[src/rtl/fifo_pkt_pkg.sv]
// rtl/fifo_pkt_pkg.sv - shared types and constants for the FIFO packet framer
package fifo_pkt_pkg;

    typedef enum logic [1:0] {
        IDLE = 2'd0,
        DATA = 2'd1,
        PAD  = 2'd2
    } state_e;

    localparam int TUSER_HDR = 0;
    localparam int TUSER_PAD = 1;
    localparam int PKT_CNT_W = 16;

endpackage

[src/rtl/fifo_pkt_out_reg.sv]
// rtl/fifo_pkt_out_reg.sv - single-stage valid/ready output register with load/hold/clear
module fifo_pkt_out_reg #(
    parameter int DATA_WIDTH = 8
) (
    input  logic                  clk,
    input  logic                  rst,
    input  logic                  load_i,
    input  logic [DATA_WIDTH-1:0] data_i,
    input  logic                  last_i,
    input  logic [1:0]            user_i,
    input  logic                  ready_i,
    output logic                  valid_o,
    output logic [DATA_WIDTH-1:0] data_o,
    output logic                  last_o,
    output logic [1:0]            user_o,
    output logic                  load_ok_o
);

    logic                  valid_q;
    logic [DATA_WIDTH-1:0] data_q;
    logic                  last_q;
    logic [1:0]            user_q;

    // The register may take a new word when it is empty or its word leaves this cycle.
    assign load_ok_o = ~valid_q | ready_i;

    assign valid_o = valid_q;
    assign data_o  = data_q;
    assign last_o  = last_q;
    assign user_o  = user_q;

    // Load a new word, drop valid once the held word is accepted, otherwise hold.
    always_ff @(posedge clk) begin
        if (rst) begin
            valid_q <= 1'b0;
            data_q  <= '0;
            last_q  <= 1'b0;
            user_q  <= 2'b00;
        end else if (load_i) begin
            valid_q <= 1'b1;
            data_q  <= data_i;
            last_q  <= last_i;
            user_q  <= user_i;
        end else if (ready_i) begin
            valid_q <= 1'b0;
        end
    end

endmodule

[src/rtl/fifo_pkt_framer.sv]
// rtl/fifo_pkt_framer.sv - frames FWFT FIFO words into header + fixed-length packets
module fifo_pkt_framer
    import fifo_pkt_pkg::*;
#(
    parameter int                    DATA_WIDTH = 8,
    parameter int                    PKT_LEN    = 8,
    parameter int                    SEQ_WIDTH  = 8,
    parameter int                    TIMEOUT    = 16,
    parameter logic [DATA_WIDTH-1:0] PAD_VALUE  = '0
) (
    input  logic                  clk,
    input  logic                  rst,
    input  logic                  en,
    input  logic [DATA_WIDTH-1:0] fifo_dout,
    input  logic                  fifo_empty,
    output logic                  fifo_rd_en,
    output logic [DATA_WIDTH-1:0] m_tdata,
    output logic                  m_tvalid,
    input  logic                  m_tready,
    output logic                  m_tlast,
    output logic [1:0]            m_tuser,
    output logic [PKT_CNT_W-1:0]  pkt_cnt,
    output logic                  busy
);

    localparam int WC_W = $clog2(PKT_LEN + 1);
    localparam int IC_W = (TIMEOUT > 1) ? $clog2(TIMEOUT + 1) : 1;
    localparam logic [WC_W-1:0] LAST_IDX = WC_W'(PKT_LEN - 1);
    localparam logic [IC_W-1:0] TO_IDX   = IC_W'(TIMEOUT - 1);

    state_e                 state_q, state_d;
    logic [SEQ_WIDTH-1:0]   seq_q, seq_d;
    logic [WC_W-1:0]        wc_q, wc_d;
    logic [IC_W-1:0]        ic_q, ic_d;
    logic [PKT_CNT_W-1:0]   pc_q, pc_d;

    logic                   load;
    logic [DATA_WIDTH-1:0]  ld_data;
    logic                   ld_last;
    logic [1:0]             ld_user;
    logic                   load_ok;
    logic                   last_word;

    assign last_word = (wc_q == LAST_IDX);
    assign pkt_cnt   = pc_q;
    assign busy      = (state_q != IDLE);

    // State and counter registers; reset abandons any partial packet.
    always_ff @(posedge clk) begin
        if (rst) begin
            state_q <= IDLE;
            seq_q   <= '0;
            wc_q    <= '0;
            ic_q    <= '0;
            pc_q    <= '0;
        end else begin
            state_q <= state_d;
            seq_q   <= seq_d;
            wc_q    <= wc_d;
            ic_q    <= ic_d;
            pc_q    <= pc_d;
        end
    end

    // Next-state, counters, header/data/pad mux and pop strobe.
    always_comb begin
        state_d    = state_q;
        seq_d      = seq_q;
        wc_d       = wc_q;
        ic_d       = ic_q;
        pc_d       = pc_q;
        load       = 1'b0;
        ld_data    = '0;
        ld_last    = 1'b0;
        ld_user    = 2'b00;
        fifo_rd_en = 1'b0;
        case (state_q)
            IDLE: begin
                // Header is synthesised from seq; the FIFO is not popped for it.
                if (en && !fifo_empty && load_ok) begin
                    load               = 1'b1;
                    ld_data            = DATA_WIDTH'(seq_q);
                    ld_user[TUSER_HDR] = 1'b1;
                    wc_d               = '0;
                    ic_d               = '0;
                    state_d            = DATA;
                end
            end
            DATA: begin
                if (!fifo_empty) begin
                    // A non-empty FIFO stalled by backpressure does not age the timeout.
                    if (load_ok) begin
                        fifo_rd_en = ~rst;
                        load       = 1'b1;
                        ld_data    = fifo_dout;
                        ld_last    = last_word;
                        wc_d       = wc_q + 1'b1;
                        ic_d       = '0;
                        if (last_word) begin
                            seq_d   = seq_q + 1'b1;
                            pc_d    = pc_q + 1'b1;
                            state_d = IDLE;
                        end
                    end
                end else begin
                    ic_d = ic_q + 1'b1;
                    if ((TIMEOUT != 0) && (ic_q == TO_IDX)) begin
                        state_d = PAD;
                    end
                end
            end
            PAD: begin
                // Fill the rest of the packet; FIFO words wait for the next packet.
                if (load_ok) begin
                    load               = 1'b1;
                    ld_data            = PAD_VALUE;
                    ld_user[TUSER_PAD] = 1'b1;
                    ld_last            = last_word;
                    wc_d               = wc_q + 1'b1;
                    if (last_word) begin
                        seq_d   = seq_q + 1'b1;
                        pc_d    = pc_q + 1'b1;
                        state_d = IDLE;
                    end
                end
            end
            default: begin
                state_d = IDLE;
            end
        endcase
    end

    fifo_pkt_out_reg #(
        .DATA_WIDTH (DATA_WIDTH)
    ) u_out_reg (
        .clk       (clk),
        .rst       (rst),
        .load_i    (load),
        .data_i    (ld_data),
        .last_i    (ld_last),
        .user_i    (ld_user),
        .ready_i   (m_tready),
        .valid_o   (m_tvalid),
        .data_o    (m_tdata),
        .last_o    (m_tlast),
        .user_o    (m_tuser),
        .load_ok_o (load_ok)
    );

endmodule

[config.mk]
export PLATFORM = sky130hd
export DESIGN_NAME = fifo_pkt_framer
export DESIGN_NICKNAME = d
export VERILOG_FILES = /design/src/rtl/fifo_pkt_pkg.sv /design/src/rtl/fifo_pkt_out_reg.sv /design/src/rtl/fifo_pkt_framer.sv
export SDC_FILE = /design/constraint.sdc
export NUM_CORES = 1
export LEC_CHECK = 0
export CORE_ASPECT_RATIO = 1.25
export CORE_MARGIN = 3
export CORE_UTILIZATION = 40
export CTS_CLUSTER_SIZE = 25
export DETAILED_ROUTE_END_ITERATION = 8
export PLACE_DENSITY = 0.7
export SETUP_SLACK_MARGIN = 0.5
export SYNTH_ARGS = -nofsm -noshare
export SYNTH_HDL_FRONTEND = slang
export SYNTH_SLANG_ARGS = --single-unit
[constraint.sdc]
create_clock -name clk -period 2.1 [get_ports clk]
set_clock_uncertainty 0.15 [all_clocks]
set_input_delay 0.42 -clock clk [delete_from_list [all_inputs] [get_ports clk]]
set_output_delay 0.42 -clock clk [all_outputs]
set_load 0.005 [all_outputs]
* Yosys cells after proc, flatten, opt, wreduce, memory -nomap -nowiden
Cells that the tools add are included.
Cells by class: $mul 0, bitwise gates (word level) 3, equal/unequal tests 8, shifts and indexed selects 0, add/subtract/negate cells 4, order comparisons 0, div/mod/pow operators 0, reduce and logical (&&, ||, !) cells 13, muxes and demuxes 40
Operator list (number):
- $mux W16 | 3
- $mux W8 | 6
- $pmux W16 S2 | 1
- $pmux W8 S2 | 2
- $add A16 B1 Y16 const B | 1
- $mux W5 | 3
- $mux W1 | 12
- $mux W4 | 3
- $pmux W4 S3 | 1
- $mux W2 | 5
- $pmux W5 S2 | 1
- $add A8 B1 Y8 const B | 1
- $reduce_bool A2 Y1 | 4
- $ne A3 B3 Y1 const B | 2
- $pmux W2 S3 | 1
- $reduce_and A3 Y1 | 2
- $add A5 B1 Y5 const B | 1
- $eq A5 B4 Y1 const B | 1
- $add A4 B1 Y4 const B | 1
- $eq A4 B3 Y1 const B | 1
- $ne A2 B2 Y1 const B | 2
- $reduce_and A2 Y1 | 2
- $pmux W1 S3 | 1
- $reduce_bool A3 Y1 | 1
- 8 further kinds | 10
Word-level totals: ROM bits 0, memory bits (writable) 0, bits in latches 0, flip-flop bits (word level) 47, memories 0, logic and storage cells 77

* Longest topological paths before layout
Gate-level depths: netlist of the first run.
word-level depth 6, gate-level depth with buffers 8, gate-level depth less buffers 6

* Modules after synthesis
Synthesis of the first run repeated with hierarchy kept, for this count alone.
Second synthesis, totals: cells, all modules 278, area, all modules 2397.3 µm²
By module, submodules not included:
- fifo_pkt_framer | area an instance 1974.4 µm², instances 1, sequential area each 700.7 µm², cells an instance 239
- fifo_pkt_out_reg | area an instance 422.9 µm², instances 1, sequential area each 240.2 µm², cells an instance 39

* Least setup slack after synthesis of the first run
Ideal clock, no wire load.
kind reg-to-reg, from reg state_q[0], to reg pc_q[15] (netlist: pkt_cnt[15]), setup time 0.071 ns, data arrival time 1.847 ns, slack 0.032 ns, stages on the path, launching flop included 8, buffers on the path 1, cells stage by stage dfxtp_1 -> inv_1 -> ha_1 -> buf_4 -> and4b_4 -> nand4_4 -> or4_1 -> a21oi_1
On the way: longest elaborated chain between the ends 3
Ends and longest elaborated chain:
- start, declared | RTL line fifo_pkt_framer.sv:31 | state_e state_q, state_d;
- start signal, assigned | RTL line fifo_pkt_framer.sv:57 | state_q <= state_d;
- $eq A2 B1 Y1 / $eq A2 B2 Y1 (equally long branches) | RTL line fifo_pkt_framer.sv:77 | case (state_q)
- $ne A2 B2 Y1 (no line) / $reduce_bool A2 Y1 (equally long branches)
- $reduce_and A2 Y1 (no line)
- end signal, assigned | RTL line fifo_pkt_framer.sv:61 | pc_q <= pc_d;
- end, declared | RTL line fifo_pkt_framer.sv:35 | logic [PKT_CNT_W-1:0] pc_q, pc_d;
Parallel ways exist; a longest one is shown, timed or not. A chain may end at the register's enable or synchronous reset.

* Worst setup path after layout of the first run
from reg state_q[0], to reg seq_q[4]
On the way: longest elaborated chain between the ends 3
Ends and longest elaborated chain:
- $eq A2 B1 Y1 / $eq A2 B2 Y1 (equally long branches) | RTL line fifo_pkt_framer.sv:77
- $ne A2 B2 Y1 (no line) / $reduce_bool A2 Y1 (equally long branches)
- $reduce_and A2 Y1 (no line)
- end signal, assigned | RTL line fifo_pkt_framer.sv:58 | seq_q <= seq_d;
- end, declared | RTL line fifo_pkt_framer.sv:32 | logic [SEQ_WIDTH-1:0] seq_q, seq_d;
Parallel ways exist; a longest one is shown, timed or not.

==> reports/qor.txt, run 1 <==
Global-route wire length before repair -> 11.52 mm
Synth async-reset ratio -> 0%
Area growth, synth to finish -> 62.10%
CP max stage cell -> dfxtp_4
Final net count -> 399
Num CTS Buffers -> 5
Worst Path Buf+Inv -> 3
Max VDD drop -> 307.5 uV
Library cells used by synthesis -> 49
Antenna violations before repair -> 0
CP required -> 2.19 ns
Mean Syn Cell Area -> 8.561 um2
Met2 WL -> 3.710 mm
H-tree Lvls -> 2
Status -> finished clean
Drt initial violations -> 146
Ant diodes -> 0
Top Ports -> 43
PwrDens -> 586.6 nW/um2
Total track usage -> 20.64%
Relative slew slack -> 71.02%
CP Cell Sequence -> inv_4 -> ha_4 -> and4b_4 -> nand3_4 -> buf_12 -> buf_6 -> or3_1 -> a21oi_1
Worst path max stage delay -> 0.38 ns
Dpl ws -> -0.3512 ns
Die Span Y -> 93.32 um
Min setup slack post-route -> 0.08601 ns
R2r setup slk -> 0.09 ns
Synth Flop Type -> dfxtp_1
Longest Clk Path Bufs -> 2
CP Capture Type -> flop
Clock slew at reported path FFs -> 0.09 ns
Drt total wl -> 7.245 mm
Clock latency on the worst-skew pair -> 0.30 ns
Period utilisation layout -> 95.90%
Post-synth EDFFs -> 0
Vias in the first global route -> 2,518
F_max -> 496.5 MHz
Largest net degree at the start of global routing -> 47
Die X-Extent -> 75.86 um
#FFs+latches synth -> 47
Std-Cell Rows -> 31
Fin area -> 3955 um2
GP Congestion -> 0.9097
DRT met1 WL -> 3.087 mm
Hold Crit Class -> flop to flop
RSZ-0062 raised after global routing -> true
Clk sinks -> 47
Vias per inst -> 5.621
Slew @ Worst Pin -> 0.4336 ns
Drt pass-1 iters -> 4
CP arrival -> 2.10 ns
Remaining Overflow, GRT -> 0
Cell count after synthesis -> 285
Synthesized Nets -> 307
DP Wirelength -> 4.209 mm
Input/output buffers -> 42
Starting Density -> 41.66%
Final Max Tran Viols -> 0
Clock root buffer -> clkbuf_8
Worst setup SP type -> flop
Core Area -> 5857 um2
DR WL met3 -> 287 um
YS warnings -> 0
Max-cap viol count -> 0
Mean routed wirelength per cell -> 15.78 um
Post-Syn Area -> 2440 um2
CTS tree -> done
Full die area -> 7079 um2
Sequential share of the synthesized area -> 38.56%
DP Area -> 3122 um2
Final setup violation count -> 0
Top delay family on crit path -> simple AND/OR/NAND/NOR gates
Vias -> 2,580
ANT nets after route -> 0
Top layer in use -> met4
Leakage -> 1.464 nW
Fin. Hold Viols -> 0
Tmin final -> 2.014 ns
Ratio of cells with drive above 1 in the final layout -> 42.97%
Critical path class -> flop to flop
Drt drc -> 0
Crit Path Max Fanout -> 5
==> cells in the mapped netlist (7+ instances only) <==
library cell  count  area [um2]
dfxtp_1          47       940.9
buf_2             7       35.03
ha_1              9       112.6
o31ai_1          14       105.1
nand3_1          12       60.06
nor2_1           13       48.80
o32ai_1           8       70.07
clkbuf_1         10       37.54
or4_1            11       82.58
inv_1            16       60.06
o21ai_0          16       80.08
nand4_1           8       50.05
a22oi_1           8       60.06
a21oi_1          27       135.1
nand2_1          16       60.06
==> what timing repair did <==
action                     CTS  global route
setup endpoints to repair   77            54
cloned                       1             0
setup buffers               32             4
gates resized for setup    107            50
hold buffers                 0             0
pin swaps                   21            17
==> cell usage in the layout, fill, tap and decap left out, drive strengths merged, types with 14 or more instances in the layout <==
master and count:
nand2 17, inv 16, a21oi 27, o31ai 14, clkdlybuf4s50 14, dlygate4sd2 25
buf 62, dfxtp 47, o21ai 17
==> report_power, final <==
group | internal (W) | leakage, nW | total (W) | switching, W
sequential | 0.000912 | 0.394 | 0.000931 | 0.0000193
combinational | 0.000386 | 1.02 | 0.000736 | 0.000350
clock | 0.000348 | 0.0502 | 0.000653 | 0.000305
==> per-layer routing <==
metal  global-route usage, %  vias to the layer above
li1                        -                     1264
met1                   26.02                     1227
met2                   33.36                       73
met3                   4.194                       16
met4                   8.746                        0
met5                       0                        -
==> area by class of cell <==
| type | instances | area (um2) |
|---|---|---|
| well taps | 82 | 102.6 |
| inverters | 17 | 71.32 |
| clock buffers | 5 | 68.82 |
| repair buffers | 102 | 991.0 |
| fillers | 472 | 1902 |
| flip-flops and latches | 47 | 984.7 |
| multi-input cells | 204 | 1699 |
| clock inverters | 2 | 37.54 |
==> sequential cells by signal (all words and copies together) (netlist names) <==
signal             cells
seq_q                  8
pkt_cnt               16
u_out_reg.last_o       1
u_out_reg.user_o       2
u_out_reg.valid_o      1
u_out_reg.data_o       8
wc_q                   4
ic_q                   5
state_q                2
==> logic make-up after synthesis <==
group           after synthesis  share of synthesized area [%]
fa+ha+maj                     9                          4.615
flops                        47                          38.56
mux                           3                          1.282
buf+inv                      35                          5.898
simple gates                 98                          24.21
compound gates               89                          24.00
xor+xnor                      4                          1.436
==> final timing paths <==
kind / start / to / cells after the start
setup / recovery: state_q[0]$_SDFFE_PP0P_ / seq_q[4]$_SDFFE_PP0P_ / 8
setup reg to reg: state_q[0]$_SDFFE_PP0P_ / seq_q[4]$_SDFFE_PP0P_ / 8
hold / removal: u_out_reg.user_o[1]$_SDFFE_PP0P_ / u_out_reg.user_o[1]$_SDFFE_PP0P_ / 2
hold reg to reg: u_out_reg.user_o[1]$_SDFFE_PP0P_ / u_out_reg.user_o[1]$_SDFFE_PP0P_ / 2
==> stage by stage <==
step                instances  TNS, ns  util, %  total power (W)  hold WS (ns)
floorplan                 285        0        -         0.001239        0.2819
global placement          415   -3.409    53.30         0.001428        0.2990
detailed placement        415   -3.943    53.30         0.001432        0.3001
CTS                       455        0    63.30         0.002256        0.3091
global route              459        0    67.53         0.002414        0.3311
finish                    459        0    67.53         0.002320        0.3166
==> worst min-delay path, delay by kind of cell, from the launching register on <==
family	cells	cell delay, ns
AO/OA/AOI/OAI	1	0.05
AND/OR/NAND/NOR	1	0.06
flip-flops	1	0.33
(Power assumes the default switching activity.)
==> run 2, diff against run 1 <==
--- a/config.mk
+++ b/config.mk
@@ -5,12 +5,13 @@
 export SDC_FILE = /design/constraint.sdc
 export NUM_CORES = 1
 export LEC_CHECK = 0
-export CORE_ASPECT_RATIO = 1.25
+export CORE_ASPECT_RATIO = 0.7
 export CORE_MARGIN = 3
 export CORE_UTILIZATION = 40
 export CTS_CLUSTER_SIZE = 25
 export DETAILED_ROUTE_END_ITERATION = 8
 export PLACE_DENSITY = 0.7
+export REMOVE_ABC_BUFFERS = 1
 export SETUP_SLACK_MARGIN = 0.5
 export SYNTH_ARGS = -nofsm -noshare
 export SYNTH_HDL_FRONTEND = slang
==> run 2 against run 1 <==
The flow now finishes with violations (setup timing); design area grew 0.47%; routed wire length grew 12%; via count grew 4.7%; setup slack lost 0.11 ns; register-to-register slack lost 0.11 ns; clock-buffer cell count is the same; largest power group unchanged; highest routed layer unchanged.
==> reports/qor.txt, run 2 (synthesized netlist as in run 1, its figures left out) <==
Status -> complete, but fails checks
Violated checks -> setup timing
Top layer in use -> met4
Num CTS Buffers -> 5 (unchanged)
ANT nets after route -> 0 (unchanged)
Remaining Overflow, GRT -> 0 (unchanged)
Total track usage -> 21.40% (+0.76 points)
Global-route wire length before repair -> 12.37 mm (+7.4%)
Commonest non-fill, non-tap cells in the layout -> 41 x buf_4, 25 x dlygate4sd2_1, 25 x dfxtp_2
Mean routed wirelength per cell -> 17.69 um (+12%)
Core Area -> 5813 um2 (-0.75%)
Final setup violation count -> 1 (+1)
Top Ports -> 43 (unchanged)
PwrDens -> 626.4 nW/um2 (+6.8%)
Std-Cell Rows -> 23 (-26%)
CP arrival -> 2.16 ns (+0.06 ns)
Tmin final -> 2.124 ns (+0.1103 ns)
Ant diodes -> 0 (unchanged)
CP required -> 2.13 ns (-0.06 ns)
Period utilisation layout -> 101.2% (+5.3 points)
Final net count -> 404 (+1.3%)
CTS tree -> done
RSZ-0062 raised after global routing -> true
Worst path max stage delay -> 0.40 ns (+0.02 ns)
Crit Path Max Fanout -> 8 (+3)
Worst Path Buf+Inv -> 2 (-1)
Top delay family on crit path -> simple AND/OR/NAND/NOR gates
Full die area -> 7088 um2 (+0.13%)
Ratio of cells with drive above 1 in the final layout -> 40.99% (-2.0 points)
CTS Hold Bufs -> 0 (unchanged)
Antenna violations before repair -> 0 (unchanged)
Input/output buffers -> 42 (unchanged)
Max VDD drop -> 276.3 uV (-10%)
Drt pass-1 iters -> 5 (+1)
Hold WS -> 0.3173 ns (+0.0006930 ns)
Met2 WL -> 3.633 mm (-2.1%)
H-tree Lvls -> 2 (unchanged)
Total Power -> 0.002489 W (+7.3%)
Slew @ Worst Pin -> 0.6652 ns (+0.2316 ns)
Hold Crit Class -> flop to flop
Clk sinks -> 47 (unchanged)
DR WL met3 -> 605 um (+110%)
Longest Clk Path Bufs -> 2 (unchanged)
CP Capture Type -> flop
Largest register FFs -> 16 (unchanged)
Die X-Extent -> 99.35 um (+31%)
Clock slew at reported path FFs -> 0.10 ns (about the same)
Final Instance Count excl. Fillers -> 458 (-0.22%)
Clock latency on the worst-skew pair -> 0.31 ns (about the same)
Vias in the first global route -> 2,551 (+1.3%)
Final Max Tran Viols -> 0 (unchanged)
Die Span Y -> 71.35 um (-24%)
F_max -> 470.7 MHz (-5.2%)
Max-cap viol count -> 0 (unchanged)
Drt initial violations -> 208 (+42%)
GP Congestion -> 0.8687 (-4.5%)
Drt total wl -> 8.100 mm (+12%)
Critical path class -> flop to flop
Starting Density -> 41.97% (+0.31 points)
Worst setup SP type -> flop
Dpl cells -> 416 (+0.24%)
Largest net degree at the start of global routing -> 47 (unchanged)
CP max stage cell -> o31ai_1
Commonest non-fill, non-tap cell in the layout -> buf_4
Leakage -> 1.507 nW (+3.0%)
DRT met1 WL -> 3.750 mm (+21%)
DP Wirelength -> 4.448 mm (+5.7%)
Area growth, synth to finish -> 62.87%
Min setup slack post-route -> -0.02430 ns (-0.1103 ns)
Drt drc -> 0 (unchanged)
CP Cell Sequence -> inv_4 -> ha_4 -> and4b_4 -> buf_6 -> nand4_4 -> o31ai_1 -> a21oi_2
Vias per inst -> 5.895 (+4.9%)
Fin. Hold Viols -> 0 (unchanged)
R2r setup slk -> -0.02 ns (-0.11 ns)
Relative slew slack -> 55.55% (-15 points)
Clock root buffer -> clkbuf_8
Vias -> 2,700 (+4.7%)
## run 2: cell type report
| type | instances | area [um2] |
|---|---|---|
| fill | 433 | 1839 |
| multi-input combinational | 205 | 1715 |
| sequential | 47 | 979.7 |
| timing repair buffer | 106 | 979.7 |
| tap | 75 | 93.84 |
| clock buffer | 5 | 68.82 |
| inverter | 17 | 68.82 |
| clock inverter | 3 | 67.56 |
## run 2: metal layers
layer,vias up,global-route usage [%]
met5,-,0
met2,124,32.59
met3,15,6.031
li1,1278,-
met4,0,5.606
met1,1283,29.96
## run 2: worst min-delay path: stages (launching register included)
cell and delay [ns]:
dfxtp_1 0.32, nand2_1 0.05, a21oi_1 0.06
## run 2: path summary, 6_finish.rpt
| path | from | endpoint | cells after the start |
|---|---|---|---|
| min reg2reg | ic_q[4]$_SDFFE_PP0P_ | ic_q[4]$_SDFFE_PP0P_ | 2 |
| max reg2reg | state_q[1]$_SDFFE_PP0P_ | pkt_cnt[15]$_SDFFE_PP0P_ | 7 |
| min | ic_q[4]$_SDFFE_PP0P_ | ic_q[4]$_SDFFE_PP0P_ | 2 |
| max | state_q[1]$_SDFFE_PP0P_ | pkt_cnt[15]$_SDFFE_PP0P_ | 7 |
## run 2: power by group
group	total (W)	internal, W	switching, W	leakage, nW
Sequential	0.000923	0.000909	0.0000140	0.393
Clock	0.000812	0.000475	0.000337	0.0644
Combinational	0.000753	0.000385	0.000368	1.05
## run 2: repair_timing
action	4_1_cts	5_1_grt
setup buffers	25	5
endpoints found under the setup margin	77	53
pin swaps	35	30
gates cloned	3	1
gates resized for setup	112	63
## run 2: stage by stage
| step | util [%] | area (um2) | setup TNS [ns] | worst slack (ns) |
|---|---|---|---|---|
| finish | 68.36 | 3974 | -0.02430 | -0.02430 |
| global route | 68.36 | 3974 | -0.2851 | -0.1168 |
| CTS | 62.98 | 3661 | 0 | 0.05654 |
| detailed placement | 53.57 | 3114 | -4.663 | -0.1945 |
| global placement | 53.57 | 3114 | -3.874 | -0.2190 |
| floorplan | - | 2360 | -3.543 | -0.3008 |
